**src/rtl/vcache_stat_collector.sv**
```systemverilog
// Per-bank saturating load/store/miss counters with a snapshot-and-drain record stream.
// First record appears one cycle after a snapshot is taken; each record holds until out_yumi_i and snapshots are refused while draining.
module vcache_stat_collector #(
    parameter int num_banks_p        = 8,
    parameter int ctr_width_p        = 32,
    parameter int tag_width_p        = 32,
    parameter int global_ctr_width_p = 32,
    parameter bit clear_on_snap_p    = 1'b0,
    localparam int bank_id_width_lp  = (num_banks_p > 1) ? $clog2(num_banks_p) : 1
) (
    input  logic                          clk_i,
    input  logic                          reset_n_i,
    input  logic [num_banks_p-1:0]        v_i,
    input  logic [num_banks_p-1:0]        yumi_i,
    input  logic [num_banks_p-1:0]        ld_op_i,
    input  logic [num_banks_p-1:0]        st_op_i,
    input  logic [num_banks_p-1:0]        miss_i,
    input  logic                          clear_i,
    input  logic                          snap_v_i,
    input  logic [tag_width_p-1:0]        snap_tag_i,
    input  logic [global_ctr_width_p-1:0] global_ctr_i,
    output logic                          snap_ready_o,
    output logic                          out_v_o,
    input  logic                          out_yumi_i,
    output logic [bank_id_width_lp-1:0]   out_bank_o,
    output logic [tag_width_p-1:0]        out_tag_o,
    output logic [global_ctr_width_p-1:0] out_global_ctr_o,
    output logic [ctr_width_p-1:0]        out_ld_o,
    output logic [ctr_width_p-1:0]        out_st_o,
    output logic [ctr_width_p-1:0]        out_ld_miss_o,
    output logic [ctr_width_p-1:0]        out_st_miss_o,
    output logic                          out_ovf_o
);

    // counter class index: 0 load, 1 store, 2 load miss, 3 store miss
    typedef enum logic {IDLE, DRAIN} state_e;

    state_e                        state_r, state_n;
    logic [bank_id_width_lp-1:0]   idx_r, idx_n;
    logic                          snap_take;
    logic                          last_rec;

    logic [ctr_width_p-1:0]        live_r [num_banks_p][4];
    logic [ctr_width_p-1:0]        shd_r  [num_banks_p][4];
    logic [num_banks_p-1:0]        ovf_r, shd_ovf_r;
    logic [3:0]                    ev     [num_banks_p];
    logic [3:0]                    sat    [num_banks_p];
    logic [tag_width_p-1:0]        tag_r;
    logic [global_ctr_width_p-1:0] gctr_r;

    assign snap_take = (state_r == IDLE) && snap_v_i;
    assign last_rec  = (idx_r == bank_id_width_lp'(num_banks_p - 1));

    always_comb begin
        state_n = state_r;
        idx_n   = idx_r;
        case (state_r)
            IDLE: begin
                if (snap_v_i) begin
                    state_n = DRAIN;
                    idx_n   = '0;
                end
            end
            DRAIN: begin
                if (out_yumi_i) begin
                    if (last_rec) begin
                        state_n = IDLE;
                        idx_n   = '0;
                    end else begin
                        idx_n = idx_r + bank_id_width_lp'(1);
                    end
                end
            end
            default: begin
                state_n = IDLE;
                idx_n   = '0;
            end
        endcase
    end

    always_ff @(posedge clk_i) begin
        if (!reset_n_i) begin
            state_r <= IDLE;
            idx_r   <= '0;
        end else begin
            state_r <= state_n;
            idx_r   <= idx_n;
        end
    end

    always_comb begin
        for (int b = 0; b < num_banks_p; b++) begin
            ev[b][0] = v_i[b] & yumi_i[b] & ld_op_i[b];
            ev[b][1] = v_i[b] & yumi_i[b] & st_op_i[b];
            ev[b][2] = v_i[b] & yumi_i[b] & ld_op_i[b] & miss_i[b];
            ev[b][3] = v_i[b] & yumi_i[b] & st_op_i[b] & miss_i[b];
            for (int c = 0; c < 4; c++) begin
                sat[b][c] = &live_r[b][c];
            end
        end
    end

    // Shadow captures the pre-update live values; clear beats both events and delta restart.
    always_ff @(posedge clk_i) begin
        if (!reset_n_i) begin
            for (int b = 0; b < num_banks_p; b++) begin
                for (int c = 0; c < 4; c++) begin
                    live_r[b][c] <= '0;
                    shd_r[b][c]  <= '0;
                end
            end
            ovf_r     <= '0;
            shd_ovf_r <= '0;
            tag_r     <= '0;
            gctr_r    <= '0;
        end else begin
            if (snap_take) begin
                tag_r     <= snap_tag_i;
                gctr_r    <= global_ctr_i;
                shd_ovf_r <= ovf_r;
            end
            for (int b = 0; b < num_banks_p; b++) begin
                if (snap_take) begin
                    for (int c = 0; c < 4; c++) begin
                        shd_r[b][c] <= live_r[b][c];
                    end
                end
                if (clear_i) begin
                    for (int c = 0; c < 4; c++) begin
                        live_r[b][c] <= '0;
                    end
                    ovf_r[b] <= 1'b0;
                end else if (snap_take && clear_on_snap_p) begin
                    for (int c = 0; c < 4; c++) begin
                        live_r[b][c] <= ctr_width_p'(ev[b][c]);
                    end
                    ovf_r[b] <= 1'b0;
                end else begin
                    for (int c = 0; c < 4; c++) begin
                        if (ev[b][c] && !sat[b][c]) begin
                            live_r[b][c] <= live_r[b][c] + ctr_width_p'(1);
                        end
                    end
                    if (|(ev[b] & sat[b])) begin
                        ovf_r[b] <= 1'b1;
                    end
                end
            end
        end
    end

    assign snap_ready_o     = (state_r == IDLE);
    assign out_v_o          = (state_r == DRAIN);
    assign out_bank_o       = idx_r;
    assign out_tag_o        = tag_r;
    assign out_global_ctr_o = gctr_r;
    assign out_ld_o         = shd_r[idx_r][0];
    assign out_st_o         = shd_r[idx_r][1];
    assign out_ld_miss_o    = shd_r[idx_r][2];
    assign out_st_miss_o    = shd_r[idx_r][3];
    assign out_ovf_o        = shd_ovf_r[idx_r];

    out_yumi_needs_valid_a: assert property (@(posedge clk_i) disable iff (!reset_n_i) out_yumi_i |-> out_v_o);

endmodule

```
**config.mk**
```make
export PLATFORM = sky130hd
export DESIGN_NAME = vcache_stat_collector
export DESIGN_NICKNAME = d
export VERILOG_FILES = /design/src/rtl/vcache_stat_collector.sv
export SDC_FILE = /design/constraint.sdc
export NUM_CORES = 2
export LEC_CHECK = 0
export CAP_MARGIN = 20
export CORE_ASPECT_RATIO = 0.6
export CORE_MARGIN = 3
export CORE_UTILIZATION = 40
export CTS_CLUSTER_SIZE = 14
export DETAILED_ROUTE_END_ITERATION = 8
export GPL_TIMING_DRIVEN = 0
export PLACE_DENSITY = 0.6
export REMOVE_ABC_BUFFERS = 1
export SYNTH_ARGS = -nofsm -noshare
export SYNTH_HDL_FRONTEND = slang
export SYNTH_SLANG_ARGS = --single-unit
```
**constraint.sdc**
```tcl
create_clock -name clk_i -period 32.6 [get_ports clk_i]
set_input_delay 4.89 -clock clk_i [delete_from_list [all_inputs] [get_ports clk_i]]
set_output_delay 4.89 -clock clk_i [all_outputs]
set_load 0.01 [all_outputs]
```
==> flow_metrics.tcl <==
set metrics [dict create \
    outcome "finished, final reports clean" \
    layout-drive-gt1-share_pct 10.9 \
    io_buffers 306 \
    grt_max_degree 127 \
    clock_path_buffers 4 \
    hpwl_mm 184 \
    p_per_area_mw_per_mm2 51.0 \
    ys_warn_count 0 \
    vdd_drop_max_uv 44.0 \
    whs_ns 0.474 \
    min_to "shd_ovf_r[3]" \
    crit_path_start_kind "register" \
    synth-seq-cells 2135 \
    die_w_um 660 \
    core_area_sq_mm 0.254 \
    cts_hold_buf 0 \
    synth_top_area_share_pct 59.0 \
    r2r_end "live_r[4][8]" \
    synth_top_area_cell "edfxtp_1" \
    fin_worst_skew_ns 0.0472 \
    nets 8500 \
    ys_seq_area_share_pct 61.3 \
    placed_area_sq_mm 0.111 \
    synth_flop_cell "edfxtp_1" \
    post_cts_buffers 0 \
    timing.rr.start "live_r[4][0]" \
    vias 65100 \
    final_area_sq_mm 0.118 \
    hold_class "reg -> reg" \
    fin_setup_tns_ns 0 \
    maxCapViolCount 0 \
    cp-end-kind "output port" \
    p_leak_nw 39.7 \
    synth_cell_type_count 73 \
    critPathRequiredTime_ns 27.71 \
    ctsResizeCount 0 \
    root_buffer "clkbuf_16" \
    dieHeight_um 398 \
    globalRouteTotalUtil_pct 19.4 \
    fmax_ghz 0.114 \
    cts.sinks 2135 \
    relSlewSlack_pct 22.2 \
    path_max_fanout 34 \
    ios 307 \
    synthMostInstantiatedCell "edfxtp_1" \
    dr.pass1.iters 6 \
    power_mw 5.99 \
    crit_arrival_ns 3.85 \
    synth-edff-count 2016 \
    utilization_pct 46.3 \
    grt-ovfl-total 0 \
    htreeDepth 4 \
    grt_pass1_wl_mm 393 \
    routed_wl_mm 259 \
    antenna_found_initial 12 \
    timing.final.crit_share_pct 26.8 \
    synthesis.instances 8073 \
    syn_area_sq_mm 0.103 \
    syn_area_per_cell_sq_um 12.7 \
    insertion_delay_ns 0.87 \
    min_from "ovf_r[3]" \
    fillCellCount 22700 \
    hold_depth 1 \
    setup_violations 0 \
    rr_worst_depth 7 \
    ys_top_cells_by_area "edfxtp_1 (59%), and2_1 (6.6%), mux4_2 (5.7%)" \
    cts_buffers 212 \
    rows 143 \
    cts_tree "built" \
    async_reset_ff_share_pct 0 \
    synth_commonest_cells "edfxtp_1 (2016), and2_1 (1083), nor2_1 (1077)" \
    worstMarginPinSlew_ns 1.16 \
    drv_slew 0 \
    path_class "reg -> out" \
    routabilityCongestion 0.834 \
    grt_pass1_vias 62500 \
    r2r_slack_ns 28.16 \
    drtAntennaViolNets 0 \
    rsz0062_at_grt "false" \
    start_util_pct 40.4 \
    viasPerCell 5.45 \
    hold_viol_final 0 \
    area_growth_pct 14.6 \
    drt-wirelength-per-cell_um 21.7 \
    fin_crit_ns 8.74 \
    drt_iter0_markers 7117 \
    dieArea_sq_mm 0.263 \
    drc 0 \
    cts.clk_slew.worst_paths_ns 0.07 \
]
-- metal layers --
| layer | global-route usage (%) | wire (um) |
|---|---|---|
| met1 | 30.6 | 126000 |
| met2 | 27.3 | 109000 |
| met3 | 3.15 | 17300 |
| met5 | 0 | 0 |
| met4 | 5.59 | 6930 |
-- per-stage QoR --
stage / worst slack, ns / instances
after floorplan: -6.08 / 7694
after global placement: -51.57 / 11400
after detailed placement: 23.11 / 11500
after CTS: 23.70 / 11900
after global routing: 23.62 / 11900
final: 23.86 / 11900
-- worst max-delay path, cell delays in order (launching register included) --
cell and delay (ns):
dfxtp_4 0.57, buf_16 0.30, buf_16 0.29, buf_16 0.26, mux4_2 0.59, mux2_2 0.34, clkdlybuf4s50_1 0.50
-- how the worst max path moves through the flow --
stage / slack, ns / endpoint / from
final: 23.86 / out_ld_miss_o[8] / register
after global routing: 23.62 / out_ld_miss_o[8] / register
after CTS: 23.70 / out_ld_miss_o[8] / register
after detailed placement: 23.11 / live_r[3][64] / reset_n_i
after global placement: -51.57 / shd_r[1][34] / reset_n_i
after floorplan: -6.08 / shd_r[0][0] / reset_n_i
-- layout make-up --
class                           count  area [sq um]  area share (%)
Sequential cell                  2135         62900            53.5
Multi-Input combinational cell   5471         38200            32.5
Clock buffer                      269          5620            4.78
Timing Repair Buffer              449          5340            4.54
Tap cell                         3407          4260            3.63
Clock inverter                    106           863           0.734
Inverter                           88           338           0.287
Antenna cell                        7          17.5          0.0149
-- flip-flops by register name, summed over array words and instances (netlist names), named ones only --
signal / cells
out_v_o: 1
out_tag_o: 32
shd_ovf_r: 8
live_r: 1024
ovf_r: 8
out_global_ctr_o: 32
out_bank_o: 3
shd_r: 1024
-- report_power, final --
group	internal, mW	switching (mW)	total (mW)
Sequential	3.15	0.102	3.25
Combinational	0.158	0.188	0.346
Clock	1.32	1.07	2.39
-- cell families after synthesis --
logic type               after synthesis  synth area share, %
AND/OR/NAND/NOR                     3884                 20.0
flip-flops                          2135                 61.3
XOR/XNOR                             882                 7.53
buffers and inverters                467                 1.77
multiplexers                         392                 7.13
AO/OA/AOI/OAI                        279                 1.83
adder cells (fa/ha/maj)               34                0.415
-- layout by cell type, fill, tap and decap left out, types with 58 or more instances in the layout --
| cell type | instances |
|---|---|
| edfxtp_1 | 2016 |
| and2_1 | 1083 |
| nor2_1 | 1077 |
| xor2_1 | 609 |
| nand3_1 | 408 |
| nand2_1 | 371 |
| nand4_1 | 330 |
| clkdlybuf4s50_1 | 306 |
| xnor2_1 | 273 |
| mux4_2 | 258 |
| clkbuf_16 | 214 |
| and3_1 | 153 |
| mux2_2 | 129 |
| dfxtp_1 | 116 |
| and4_1 | 114 |
| inv_1 | 87 |
| nor3_1 | 80 |
| a22o_1 | 72 |
| a21oi_1 | 71 |
| nor4_1 | 62 |
| or3_1 | 58 |
(Power assumes the default switching activity.)
